`config.mk`:
```
export PLATFORM = sky130hd
export DESIGN_NAME = coeff_unpack_buffer
export DESIGN_NICKNAME = d
export VERILOG_FILES = /design/src/rtl/coeff_unpack_pkg.sv /design/src/rtl/coeff_unpack_buffer_shift_buf.sv /design/src/rtl/coeff_unpack_buffer.sv
export SDC_FILE = /design/constraint.sdc
export NUM_CORES = 1
export LEC_CHECK = 0
export CAP_MARGIN = 10
export CORE_MARGIN = 5
export CORE_UTILIZATION = 40
export DETAILED_ROUTE_END_ITERATION = 8
export PLACE_DENSITY = 0.72
export SLEW_MARGIN = 20
export SYNTH_ARGS = -nofsm -noshare
export SYNTH_HDL_FRONTEND = slang
export SYNTH_SLANG_ARGS = --single-unit
export TNS_END_PERCENT = 5
```
`constraint.sdc`:
```
create_clock -name clk -period 3.3 [get_ports clk]
set_input_delay 0.66 -clock clk [delete_from_list [all_inputs] [get_ports clk]]
set_output_delay 0.66 -clock clk [all_outputs]
set_load 0.02 [all_outputs]
```
`src/rtl/coeff_unpack_pkg.sv`:
```
// Shared constants, FSM state type and word byte-swap helper for the coefficient unpacker.
// Byte swapping of incoming words is enabled by defining COEFF_UNPACK_BYTE_SWAP_EN.
package coeff_unpack_pkg;

  localparam int WORD_W  = 64;
  localparam int COEFF_W = 13;
  localparam int NCOEFF  = 256;
  localparam int BUF_W   = 80;
  localparam int NWORDS  = NCOEFF * COEFF_W / WORD_W;

  localparam int FILL_W = $clog2(BUF_W + 1);
  localparam int WCNT_W = $clog2(NWORDS + 1);
  localparam int CCNT_W = $clog2(NCOEFF + 1);
  localparam int IDX_W  = $clog2(NCOEFF);

  // A word may only be inserted if it still fits above the bits left after this cycle's pop.
  localparam logic [FILL_W-1:0] PUSH_LIMIT = FILL_W'(BUF_W - WORD_W - COEFF_W + 13);

  typedef enum logic [1:0] {
    IDLE = 2'd0,
    RUN  = 2'd1,
    DONE = 2'd2
  } state_t;

  function automatic logic [WORD_W-1:0] byte_swap(input logic [WORD_W-1:0] w);
    logic [WORD_W-1:0] r;
    r = '0;
    for (int i = 0; i < WORD_W / 8; i++) begin
      r[8*i +: 8] = w[WORD_W-8-8*i +: 8];
    end
    return r;
  endfunction

endpackage

```
`src/rtl/coeff_unpack_buffer_shift_buf.sv`:
```
// Shift buffer datapath: pops one coefficient off the bottom and appends whole words
// at the current fill level, in the same cycle if both are requested.
module unpack_shift_buf
  import coeff_unpack_pkg::*;
(
  input  logic                clk,
  input  logic                rst,
  input  logic                clear,
  input  logic                pop,
  input  logic                push,
  input  logic [WORD_W-1:0]   word,
  output logic [COEFF_W-1:0]  head,
  output logic [FILL_W-1:0]   fill,
  output logic [FILL_W-1:0]   fill_after_pop
);

  logic [BUF_W-1:0]  buf_reg;
  logic [BUF_W-1:0]  buf_next;
  logic [BUF_W-1:0]  buf_shifted;
  logic [FILL_W-1:0] fill_reg;
  logic [FILL_W-1:0] fill_next;

  // Bits at and above fill are kept at zero (shifts bring in zeros, clear zeroes all),
  // so a plain OR is enough to merge the new word in.
  always_comb begin
    fill_after_pop = pop ? (fill_reg - FILL_W'(COEFF_W)) : fill_reg;
    buf_shifted    = pop ? (buf_reg >> COEFF_W) : buf_reg;
    buf_next       = buf_shifted;
    fill_next      = fill_after_pop;
    if (push) begin
      buf_next  = buf_shifted | (BUF_W'(word) << fill_after_pop);
      fill_next = fill_after_pop + FILL_W'(WORD_W);
    end
    if (clear) begin
      buf_next  = '0;
      fill_next = '0;
    end
  end

  always_ff @(posedge clk or negedge rst) begin
    if (!rst) begin
      buf_reg  <= '0;
      fill_reg <= '0;
    end else begin
      buf_reg  <= buf_next;
      fill_reg <= fill_next;
    end
  end

  assign head = buf_reg[COEFF_W-1:0];
  assign fill = fill_reg;

endmodule

```
`src/rtl/coeff_unpack_buffer.sv`:
```
// Streaming unpacker of densely packed 13-bit coefficients from 64-bit words.
// Define COEFF_UNPACK_BYTE_SWAP_EN to byte-reverse each word (big-endian memory image).
module coeff_unpack_buffer
  import coeff_unpack_pkg::*;
(
  input  logic               clk,
  input  logic               rst,
  input  logic               start,
  input  logic [WORD_W-1:0]  word_in,
  input  logic               word_valid,
  output logic               word_ready,
  output logic [COEFF_W-1:0] coeff_out,
  output logic               coeff_valid,
  input  logic               coeff_ready,
  output logic [IDX_W-1:0]   coeff_idx,
  output logic               busy,
  output logic               done
);

  state_t             state_reg;
  state_t             state_next;
  logic [WCNT_W-1:0]  word_cnt_reg;
  logic [WCNT_W-1:0]  word_cnt_next;
  logic [CCNT_W-1:0]  coeff_cnt_reg;
  logic [CCNT_W-1:0]  coeff_cnt_next;

  logic               pop;
  logic               push;
  logic               last_pop;
  logic               clear;
  logic [FILL_W-1:0]  fill;
  logic [FILL_W-1:0]  fill_after_pop;
  logic [WORD_W-1:0]  word_ins;

`ifdef COEFF_UNPACK_BYTE_SWAP_EN
  assign word_ins = byte_swap(word_in);
`else
  assign word_ins = word_in;
`endif

  assign coeff_valid = (state_reg == RUN) && (fill >= FILL_W'(COEFF_W))
                       && (coeff_cnt_reg < CCNT_W'(NCOEFF));
  assign pop         = coeff_valid && coeff_ready;
  assign word_ready  = (state_reg == RUN) && (word_cnt_reg < WCNT_W'(NWORDS))
                       && (fill_after_pop <= PUSH_LIMIT);
  assign push        = word_valid && word_ready;
  assign last_pop    = pop && (coeff_cnt_reg == CCNT_W'(NCOEFF - 1));

  // Leftover bits are dropped on the way into DONE; the start clear covers the next run.
  assign clear = ((state_reg == IDLE) && start) || last_pop;

  unpack_shift_buf u_shift_buf (
    .clk            (clk),
    .rst            (rst),
    .clear          (clear),
    .pop            (pop),
    .push           (push),
    .word           (word_ins),
    .head           (coeff_out),
    .fill           (fill),
    .fill_after_pop (fill_after_pop)
  );

  always_comb begin
    state_next     = state_reg;
    word_cnt_next  = word_cnt_reg;
    coeff_cnt_next = coeff_cnt_reg;
    unique case (state_reg)
      IDLE: begin
        if (start) begin
          state_next     = RUN;
          word_cnt_next  = '0;
          coeff_cnt_next = '0;
        end
      end
      RUN: begin
        if (push) word_cnt_next = word_cnt_reg + 1'b1;
        if (pop) coeff_cnt_next = coeff_cnt_reg + 1'b1;
        if (last_pop) state_next = DONE;
      end
      DONE: begin
        state_next = IDLE;
      end
      default: begin
        state_next = IDLE;
      end
    endcase
  end

  always_ff @(posedge clk or negedge rst) begin
    if (!rst) begin
      state_reg     <= IDLE;
      word_cnt_reg  <= '0;
      coeff_cnt_reg <= '0;
    end else begin
      state_reg     <= state_next;
      word_cnt_reg  <= word_cnt_next;
      coeff_cnt_reg <= coeff_cnt_next;
    end
  end

  assign coeff_idx = coeff_cnt_reg[IDX_W-1:0];
  assign busy      = (state_reg != IDLE);
  assign done      = (state_reg == DONE);

endmodule

```
==> results.toml <==
[place]
dp.cells = 2025
dp_hpwl_mm = 37.5
gp_congestion = 1.01
port_buffers = 93

[routing]
vias = 12928
wl_mm = 48.8
drt_iter0_markers = 1693
avgViaCountPerCell = 6.31
post-route-drc-count = 0
drtAntennaViolNets = 0
wl_per_cell_um = 23.8
drtPass1Iterations = 6

[setup_path]
r2r_cells = 14
arrival_ns = 2.71
ff2ff_setup_slack_ns = -0.02
required_ns = 2.64
cp-start-kind = "register"
timing.rr.start = "u_shift_buf.fill[1]"
cp_max_fo = 3
reg2reg_to = "u_shift_buf.buf_reg[41]"
critPathKind = "register to primary output"
endpoint_kind = "primary output"

[sta]
worst_pin_slew_ns = 0.646
whs_ns = 0.325
setup_viol = 2
post-route-min-period_ns = 3.37
drv_slew = 0
max_freq_mhz = 297
hold_violations = 0
setup_slack_ns = -0.0664
slew_headroom_pct = 57.0
rsz0062_at_grt = "yes"
finalCritPeriodShare_pct = 102
setup_tns_ns = -0.0883
finClkSkew_ns = 0.0106

[synth]
synth_edf_count = 0
syn_area_mm2 = 0.0112
synth_warnings = 0
ys_seq_elements = 104
syn_nets = 1441
synth.distinct_cells = 83
seq_area_frac_synth_pct = 23.2
synth.avg_cell_area_um2 = 8.19
synth_top_flop_cell = "dfrtp_1"
synthArstFlopShare_pct = 100
postSynthCellCount = 1367

[cells_and_area]
drive_above_1_share_pct = 29.9
largest_reg_flops = 80
area_growth_pct = 36.6
final_cell_count_no_fill = 2049
final_nets = 1740
antenna_cells = 0
final_common_cell = "buf_4"
utilization_pct = 55.2
layout_common_cells = "buf_4 (305), nand2_1 (194), mux2i_1 (174)"
fillers = 2545

[floorplan]
io-pin-count = 94
dieArea_mm2 = 0.0314
die_w_um = 177
die_y_um = 177
rows = 61
start_util_pct = 40.4
coreArea_mm2 = 0.0277

[power]
vdd_drop_max_v = 0.000317
p_clk_share_pct = 28.6
p_sw_mw = 1.36
switching_share_pct = 33.2
p_leak_nw = 6.55
pwr-share-seq_pct = 40.7
p_int_mw = 2.74
power_mw = 4.11
power.density_mw_per_mm2 = 269
combPwrFrac_pct = 30.7

[global_route]
grt_pass1_vias = 12364
grt_pass1_wl_mm = 73.9
grt.overflow.total = 0
antenna_found_initial = 0
grt_max_degree = 50
track_usage_pct = 30.2

[status]
violations = "negative setup slack"
status = "complete, but fails checks"

[cts]
cts_root_buffer = "clkbuf_16"
path_clk_slew_ns = 0.08
cts_tree = "done"
numCtsBuffers = 9
htree_levels = 3
clk_path_buf_depth = 2
cts.sinks = 104
ctsHoldBuffers = 0
clk_latency_ns = 0.37

[hold_path]
hold_class = "input port to async pin"

[run]
drv_cap = 0
[stage by stage]
step,worst slack [ns],area [um2]
3_5_place_dp,-0.655,14500
6_report,-0.0664,15300
3_3_place_gp,-0.586,14500
2_1_floorplan,0.0184,11200
4_1_cts,-0.109,15000
5_1_grt,-0.142,15300
[per-layer routing]
metal | share of wire (%) | routed length [um] | global-route usage (%) | up-vias
met1 | 42 | 20500 | 42.4 | 6236
met3 | 9.1 | 4420 | 4.15 | 124
li1 | - | - | - | 5778
met5 | 0 | 0 | 0 | -
met4 | 3.9 | 1920 | 10.8 | 0
met2 | 45 | 21900 | 47.6 | 790
[logic make-up (layout without fill, tap and decap cells)]
group           count (synthesis)  after routing  synth area share (%)
compound gates                387            387                  24.3
xor+xnor                        7              7                 0.548
fa+ha+maj                       5              5                 0.559
buf+inv                       154            458                  7.20
flops                         104            104                  23.2
mux                           240            240                  25.2
simple gates                  470            470                  18.9
[cells in the mapped netlist, types with 8 or more instances]
library cell    n  area, um2
nand2_1       195        732
mux2i_1       180       1800
dfrtp_1       104       2600
nor2_1         95        357
nand3_1        87        435
o21ai_0        84        420
a21oi_1        64        320
buf_2          59        295
clkbuf_1       40        150
a31oi_1        34        213
buf_4          31        233
mux4_2         31        698
mux2_2         29        327
a211oi_1       24        180
nor3_1         24        120
o211ai_1       23        173
o22ai_1        19        119
a221oi_1       15        131
o31ai_1        14        105
and2_1         12       75.1
nand4_1        12       75.1
a221o_1         9       90.1
buf_1           9       33.8
inv_1           8       30.0
o221ai_1        8       70.1
[cell type report]
| type | count | area (um2) | share of cell area (%) |
|---|---|---|---|
| inverters | 10 | 37.5 | 0.246 |
| multi-input cells | 1109 | 8130 | 53.2 |
| well taps | 378 | 473 | 3.09 |
| clock buffers | 10 | 239 | 1.56 |
| repair buffers | 432 | 3730 | 24.4 |
| clock inverters | 6 | 75.1 | 0.491 |
| flip-flops and latches | 104 | 2610 | 17.0 |
[worst max path at each step]
stage                         from                       to  slack (ns)  cells after the start
6_report       u_shift_buf.fill[1]               word_ready       -0.07                      9
5_1_grt        u_shift_buf.fill[1]               word_ready       -0.14                      9
4_1_cts                coeff_ready               word_ready       -0.11                      8
3_5_place_dp           coeff_ready  u_shift_buf.buf_reg[61]       -0.66                     16
3_3_place_gp           coeff_ready  u_shift_buf.buf_reg[61]       -0.59                     16
2_1_floorplan  u_shift_buf.fill[0]  u_shift_buf.buf_reg[67]        0.02                     15
[power groups by stage]
stage	combinational (mW)	clock [mW]	sequential, mW
after floorplan	0.693	0	1.62
after global placement	1.18	0	1.68
after detailed placement	1.20	0	1.69
after CTS	1.22	1.17	1.66
after global routing	1.35	1.22	1.69
final	1.26	1.18	1.67
[timing repair]
| action | in CTS | in global routing |
|---|---|---|
| cloned | 1 | 1 |
| pin swaps | 6 | 8 |
| setup buffers | 3 | 3 |
| setup endpoints to repair | 39 | 76 |
| resized for setup | 45 | 60 |
[worst max-delay path: stages (launching register included)]
cell,delay (ns)
dfrtp_2,0.44
inv_2,0.05
ha_1,0.23
o311a_4,0.35
buf_4,0.15
o211ai_4,0.19
nand2_4,0.09
o41ai_4,0.44
and4_1,0.23
buf_2,0.16
Power figures use the tool's default switching activity.
